### config.mk
export PLATFORM = sky130hd
export DESIGN_NAME = axis_stall_monitor
export DESIGN_NICKNAME = d
export VERILOG_FILES = /design/src/rtl/axis_stall_monitor.sv
export SDC_FILE = /design/constraint.sdc
export NUM_CORES = 1
export LEC_CHECK = 0
export CAP_MARGIN = 20
export CORE_MARGIN = 8
export CORE_UTILIZATION = 42
export CTS_CLUSTER_SIZE = 24
export DETAILED_ROUTE_END_ITERATION = 16
export PLACE_DENSITY = 0.72
export SLEW_MARGIN = 0
export SYNTH_ARGS = -nofsm -noshare
export SYNTH_HDL_FRONTEND = slang
export SYNTH_SLANG_ARGS = --single-unit
### constraint.sdc
create_clock -name clock -period 6.4 [get_ports clock]
set_clock_uncertainty 0.15 [all_clocks]
set_input_delay 1.28 -clock clock [delete_from_list [all_inputs] [get_ports clock]]
set_output_delay 1.28 -clock clock [all_outputs]
set_load 0.1 [all_outputs]
### src/rtl/axis_stall_monitor.sv
// AXI-Stream stall/deadlock monitor: declares deadlock after TIMEOUT consecutive blocked cycles.
// Optional AXIS_STALL_MON_MAXLEN_EN enables the longest-run (max_stall) register.
module axis_stall_monitor #(
    parameter int NUM_CH  = 5,
    parameter int TIMEOUT = 1024,
    parameter int CNT_W   = 16,
    localparam int CH_W   = (NUM_CH > 1) ? $clog2(NUM_CH) : 1
) (
    input  logic              clock,
    input  logic              reset,
    input  logic [NUM_CH-1:0] block_sigs,
    input  logic [NUM_CH-1:0] idle_sigs,
    input  logic              clear,
    output logic              block,
    output logic [NUM_CH-1:0] block_info,
    output logic [CH_W-1:0]   first_ch,
    output logic [CNT_W-1:0]  run_cnt,
    output logic [7:0]        dl_count,
    output logic [CNT_W-1:0]  max_stall
);

    typedef enum logic [1:0] {IDLE, WATCH, DEADLOCK} state_t;

    state_t            state, state_nxt;
    logic [NUM_CH-1:0] eff;
    logic              any_blk;
    logic [CH_W-1:0]   low_idx;
    logic              low_found;

    logic              block_nxt;
    logic [NUM_CH-1:0] block_info_nxt;
    logic [CH_W-1:0]   first_ch_nxt;
    logic [CNT_W-1:0]  run_cnt_nxt;
    logic [7:0]        dl_count_nxt;

    assign eff     = block_sigs & ~idle_sigs;
    assign any_blk = |eff;

    always_comb begin
        low_idx   = '0;
        low_found = 1'b0;
        for (int unsigned i = 0; i < NUM_CH; i++) begin
            if (eff[i] && !low_found) begin
                low_idx   = CH_W'(i);
                low_found = 1'b1;
            end
        end
    end

    always_comb begin
        state_nxt      = state;
        block_nxt      = block;
        block_info_nxt = block_info;
        first_ch_nxt   = first_ch;
        run_cnt_nxt    = run_cnt;
        dl_count_nxt   = dl_count;
        if (clear) begin
            state_nxt      = IDLE;
            block_nxt      = 1'b0;
            block_info_nxt = '0;
            first_ch_nxt   = '0;
            run_cnt_nxt    = '0;
        end else begin
            case (state)
                IDLE: begin
                    if (any_blk) begin
                        state_nxt    = WATCH;
                        run_cnt_nxt  = CNT_W'(1);
                        first_ch_nxt = low_idx;
                    end
                end
                WATCH: begin
                    if (!any_blk) begin
                        state_nxt   = IDLE;
                        run_cnt_nxt = '0;
                    end else if (run_cnt == CNT_W'(TIMEOUT - 1)) begin
                        state_nxt      = DEADLOCK;
                        run_cnt_nxt    = CNT_W'(TIMEOUT);
                        block_info_nxt = eff;
                        block_nxt      = 1'b1;
                        if (dl_count != 8'hFF) dl_count_nxt = dl_count + 8'd1;
                    end else begin
                        run_cnt_nxt = run_cnt + CNT_W'(1);
                    end
                end
                DEADLOCK: begin
                    if (any_blk && (run_cnt != '1)) run_cnt_nxt = run_cnt + CNT_W'(1);
                end
                default: state_nxt = IDLE;
            endcase
        end
    end

    always_ff @(posedge clock) begin
        if (reset) begin
            state      <= IDLE;
            block      <= 1'b0;
            block_info <= '0;
            first_ch   <= '0;
            run_cnt    <= '0;
            dl_count   <= '0;
        end else begin
            state      <= state_nxt;
            block      <= block_nxt;
            block_info <= block_info_nxt;
            first_ch   <= first_ch_nxt;
            run_cnt    <= run_cnt_nxt;
            dl_count   <= dl_count_nxt;
        end
    end

`ifdef AXIS_STALL_MON_MAXLEN_EN
    logic [CNT_W-1:0] max_q;

    // Tracks the registered run_cnt, so it trails the counter by one cycle.
    always_ff @(posedge clock) begin
        if (reset || clear) max_q <= '0;
        else if (run_cnt > max_q) max_q <= run_cnt;
    end

    assign max_stall = max_q;
`else
    assign max_stall = '0;
`endif

endmodule

==> results.ini <==
[timing]
worstMarginPinSlew_ns=1.04
setup_repair_after_global_routing_missed_its_margin=no
postLayoutSetupSlackWorst_ns=2.57
fin_crit_ns=3.83
maxClockFrequency_mhz=261
finalHoldViolCount=0
final.setup.tns_ns=0
report.final.setup_viol=0
slew_viol_final=0
timing.slew.headroom=0.304
post-route-period-util=0.599

[setup_path]
worstSetupStartpointType=input pin
crit_arrival_ns=3.84
worst-r2r-cell-count=7
slowest_stage=sky130_fd_sc_hd__o221ai_1
worstPathRequired_ns=6.41
largest_stage_delay_on_the_critical_path_ns=0.84
worstPathMaxFanout=13
worstPathCellList=clkdlybuf4s50_1, nor2b_4, or3_1, o221ai_1, nor2_1, nand2_2, o22ai_1
worst_r2r_startpoint=state[0]
reg_to_reg_slack_setup_ns=3.41
critPathCaptureType=register
rr_endpoint=run_cnt[14]
critPathKind=in2reg

[final_layout]
filler_cell_count=477
drive_above_1_share=0.111
fin_nets=316
num_antenna_cells=0
flow.area_growth_from_synthesis_pct=24.9

[route]
detail_route.drc_violations=0
wl_per_cell_um=15.0
vias_per_cell=5.44
detailroute.via_count=2001
drt-initial-drc-count=156
route.final.wire_length_mm=5.52
drtAntennaViolNets=0
drt_pre_antenna_iters=4

[clock_network]
path_clk_slew_ns=0.07
htree_num_levels=2
cts_tree=yes
cts_post_setup_buffers_inserted=0
cts.sink_count=35
cts_hold_repair.buffers=0
cts_buffer_depth=2
cts-buffers-inserted=5
clkLatencyLatePin_ns=0.29
post_cts.resized_instances=0
clock_root_buffer=sky130_fd_sc_hd__clkbuf_8

[min_path]
worst_hold_path.endpoint=first_ch[0]
hold_path_origin=first_ch[0]
timing.hold.worst_path_depth=2
worstHoldPathType=reg2reg

[yosys]
synth.yosys.seq_area_share=0.321
ys_async_sr_fraction=0
synth_top_cell_by_area=sky130_fd_sc_hd__dfxtp_1
avgSynthCellArea_um2=8.56
synthesis.area_mm2=0.00218
yosys-top-cells-area=sky130_fd_sc_hd__dfxtp_1 (32%), sky130_fd_sc_hd__buf_4 (5.8%), sky130_fd_sc_hd__nor2_1 (5.7%)
synth_ff_type=sky130_fd_sc_hd__dfxtp_1
yosys_warnings=0
syn_inst=255
synth.top_cell.area_share=0.321
synth.lib_cells_used.distinct=54
postSynthRegisterBits=35
synth_enable_flop_cells=0

[floorplan]
fp.dieW_um=88.1
initial_core_util=0.430
std_cell_rows=26
io-pin-count=62
core_region_area_mm2=0.00507
design.die.area_mm2=0.00776
die_y_um=88.1

[grt]
grt_first_pass_wirelength_mm=9.23
grt_max_degree=29
grt_pass1_vias=1937
grt_usage=0.149
globalRoute.totalOverflow=0
grt_antenna_before_repair=0

[placed_design]
finalWeightedCongestion=0.852
numPortBuffers=45
dp_worst_setup_slack_ns=2.30
hpwlAfterDp_mm=4.01

[power]
leakage_uw=0.000962
cellPowerDensity_mw_per_mm2=189
max-vdd-ir-drop_uv=106

[outcome]
outcome=complete, no violations

[run]
maxCapViolCount=0

[layer usage]
layer  wire (um)  vias to the layer above  global-route usage
met5           0                        -                   0
met4          91                        0              0.0645
met3         512                        9              0.0525
met2        2480                       85               0.233
met1        2430                      923               0.180
li1            -                      984                   -
[stage by stage]
| stage | power (uW) | hold slack [ns] | std cells | area [um^2] | util |
|---|---|---|---|---|---|
| after global routing | 535 | 0.353 | 368 | 2730 | 0.537 |
| after detailed placement | 319 | 0.307 | 360 | 2620 | 0.515 |
| after CTS | 518 | 0.317 | 368 | 2730 | 0.537 |
| after floorplan | 311 | 0.346 | 270 | 2240 | - |
| after global placement | 319 | 0.291 | 360 | 2620 | 0.515 |
| final | 515 | 0.314 | 368 | 2730 | 0.537 |
[cell families after synthesis]
group,count (synthesis),synth area share
AND/OR/NAND/NOR,118,0.319
other,1,0.00172
adder cells (fa/ha/maj),6,0.0344
flip-flops,35,0.321
buffers and inverters,30,0.0831
AO/OA/AOI/OAI,53,0.189
XOR/XNOR,6,0.0241
multiplexers,6,0.0275
[final cells by class]
class,count,area (um^2),share of cell area
clock inverter,3,43.8,0.0161
timing repair buffer,45,450,0.165
tap,70,87.6,0.0321
sequential,35,701,0.257
clock buffer,5,68.8,0.0252
multi-input combinational,205,1360,0.498
inverter,5,18.8,0.00688
[state kept, by name, summed over array words and instances, names as in the netlist]
register	flops
block_info	5
run_cnt	16
first_ch	3
state	2
block	1
dl_count	8
[worst max-delay path by stage]
| stage | end | cells past startpoint | from |
|---|---|---|---|
| after floorplan | run_cnt[7] | 7 | block_sigs[4] |
| after global placement | run_cnt[7] | 7 | idle_sigs[4] |
| after detailed placement | run_cnt[14] | 7 | idle_sigs[4] |
| after CTS | run_cnt[14] | 7 | idle_sigs[4] |
| after global routing | run_cnt[14] | 7 | idle_sigs[4] |
| final | run_cnt[14] | 7 | idle_sigs[4] |
[power breakdown]
group          switching [uW]  internal (uW)
clock network            83.8            116
logic                    73.9           20.2
registers                1.51            219
total                     159            355
[Yosys cell counts, types with 3 or more instances]
library cell	n
sky130_fd_sc_hd__nor2_1	33
sky130_fd_sc_hd__dfxtp_1	35
sky130_fd_sc_hd__a21oi_1	14
sky130_fd_sc_hd__or3_1	4
sky130_fd_sc_hd__clkbuf_1	4
sky130_fd_sc_hd__nand3_1	14
sky130_fd_sc_hd__mux2i_1	6
sky130_fd_sc_hd__o41ai_1	3
sky130_fd_sc_hd__nor3_1	11
sky130_fd_sc_hd__nand2_1	19
sky130_fd_sc_hd__buf_2	4
sky130_fd_sc_hd__inv_1	5
sky130_fd_sc_hd__buf_4	17
sky130_fd_sc_hd__ha_1	6
sky130_fd_sc_hd__nand4_1	4
sky130_fd_sc_hd__and3_1	5
sky130_fd_sc_hd__nor2b_4	4
sky130_fd_sc_hd__o21ai_0	8
sky130_fd_sc_hd__o41ai_2	3
sky130_fd_sc_hd__o22ai_1	6
sky130_fd_sc_hd__xor2_1	5
sky130_fd_sc_hd__a31oi_1	5
sky130_fd_sc_hd__nand4b_1	4
[cells in the final DEF, fill, tap and decap left out, types with 2 or more instances in the layout]
cell type                         Yosys  layout
sky130_fd_sc_hd__o41ai_1              3       3
sky130_fd_sc_hd__inv_1                5       5
sky130_fd_sc_hd__o21ai_0              8       8
sky130_fd_sc_hd__nor2b_4              4       4
sky130_fd_sc_hd__and3_1               5       5
sky130_fd_sc_hd__nor2_1              33      33
sky130_fd_sc_hd__nand2_1             19      19
sky130_fd_sc_hd__nor3_2               2       2
sky130_fd_sc_hd__a21oi_1             14      14
sky130_fd_sc_hd__clkbuf_8             0       5
sky130_fd_sc_hd__o22ai_1              6       6
sky130_fd_sc_hd__nand2b_1             2       2
sky130_fd_sc_hd__mux2i_1              6       6
sky130_fd_sc_hd__nand4b_1             4       4
sky130_fd_sc_hd__xor2_1               5       5
sky130_fd_sc_hd__a31oi_1              5       5
sky130_fd_sc_hd__or3_1                4       4
sky130_fd_sc_hd__nor3_1              11      11
sky130_fd_sc_hd__clkdlybuf4s50_1      0      45
sky130_fd_sc_hd__ha_1                 6       6
sky130_fd_sc_hd__o41ai_2              3       3
sky130_fd_sc_hd__a211oi_1             2       2
sky130_fd_sc_hd__nand4_1              4       4
sky130_fd_sc_hd__dfxtp_1             35      35
sky130_fd_sc_hd__nand3_1             14      14
sky130_fd_sc_hd__nand2_2              2       2
sky130_fd_sc_hd__or2_2                2       2
sky130_fd_sc_hd__conb_1               1      16
[worst max-delay path, delay by kind of cell]
family                 cells  cell delay, ns
AO/OA/AOI/OAI              2            0.95
AND/OR/NAND/NOR            4            1.10
buffers and inverters      1            0.51
Power figures use the tool's default switching activity.
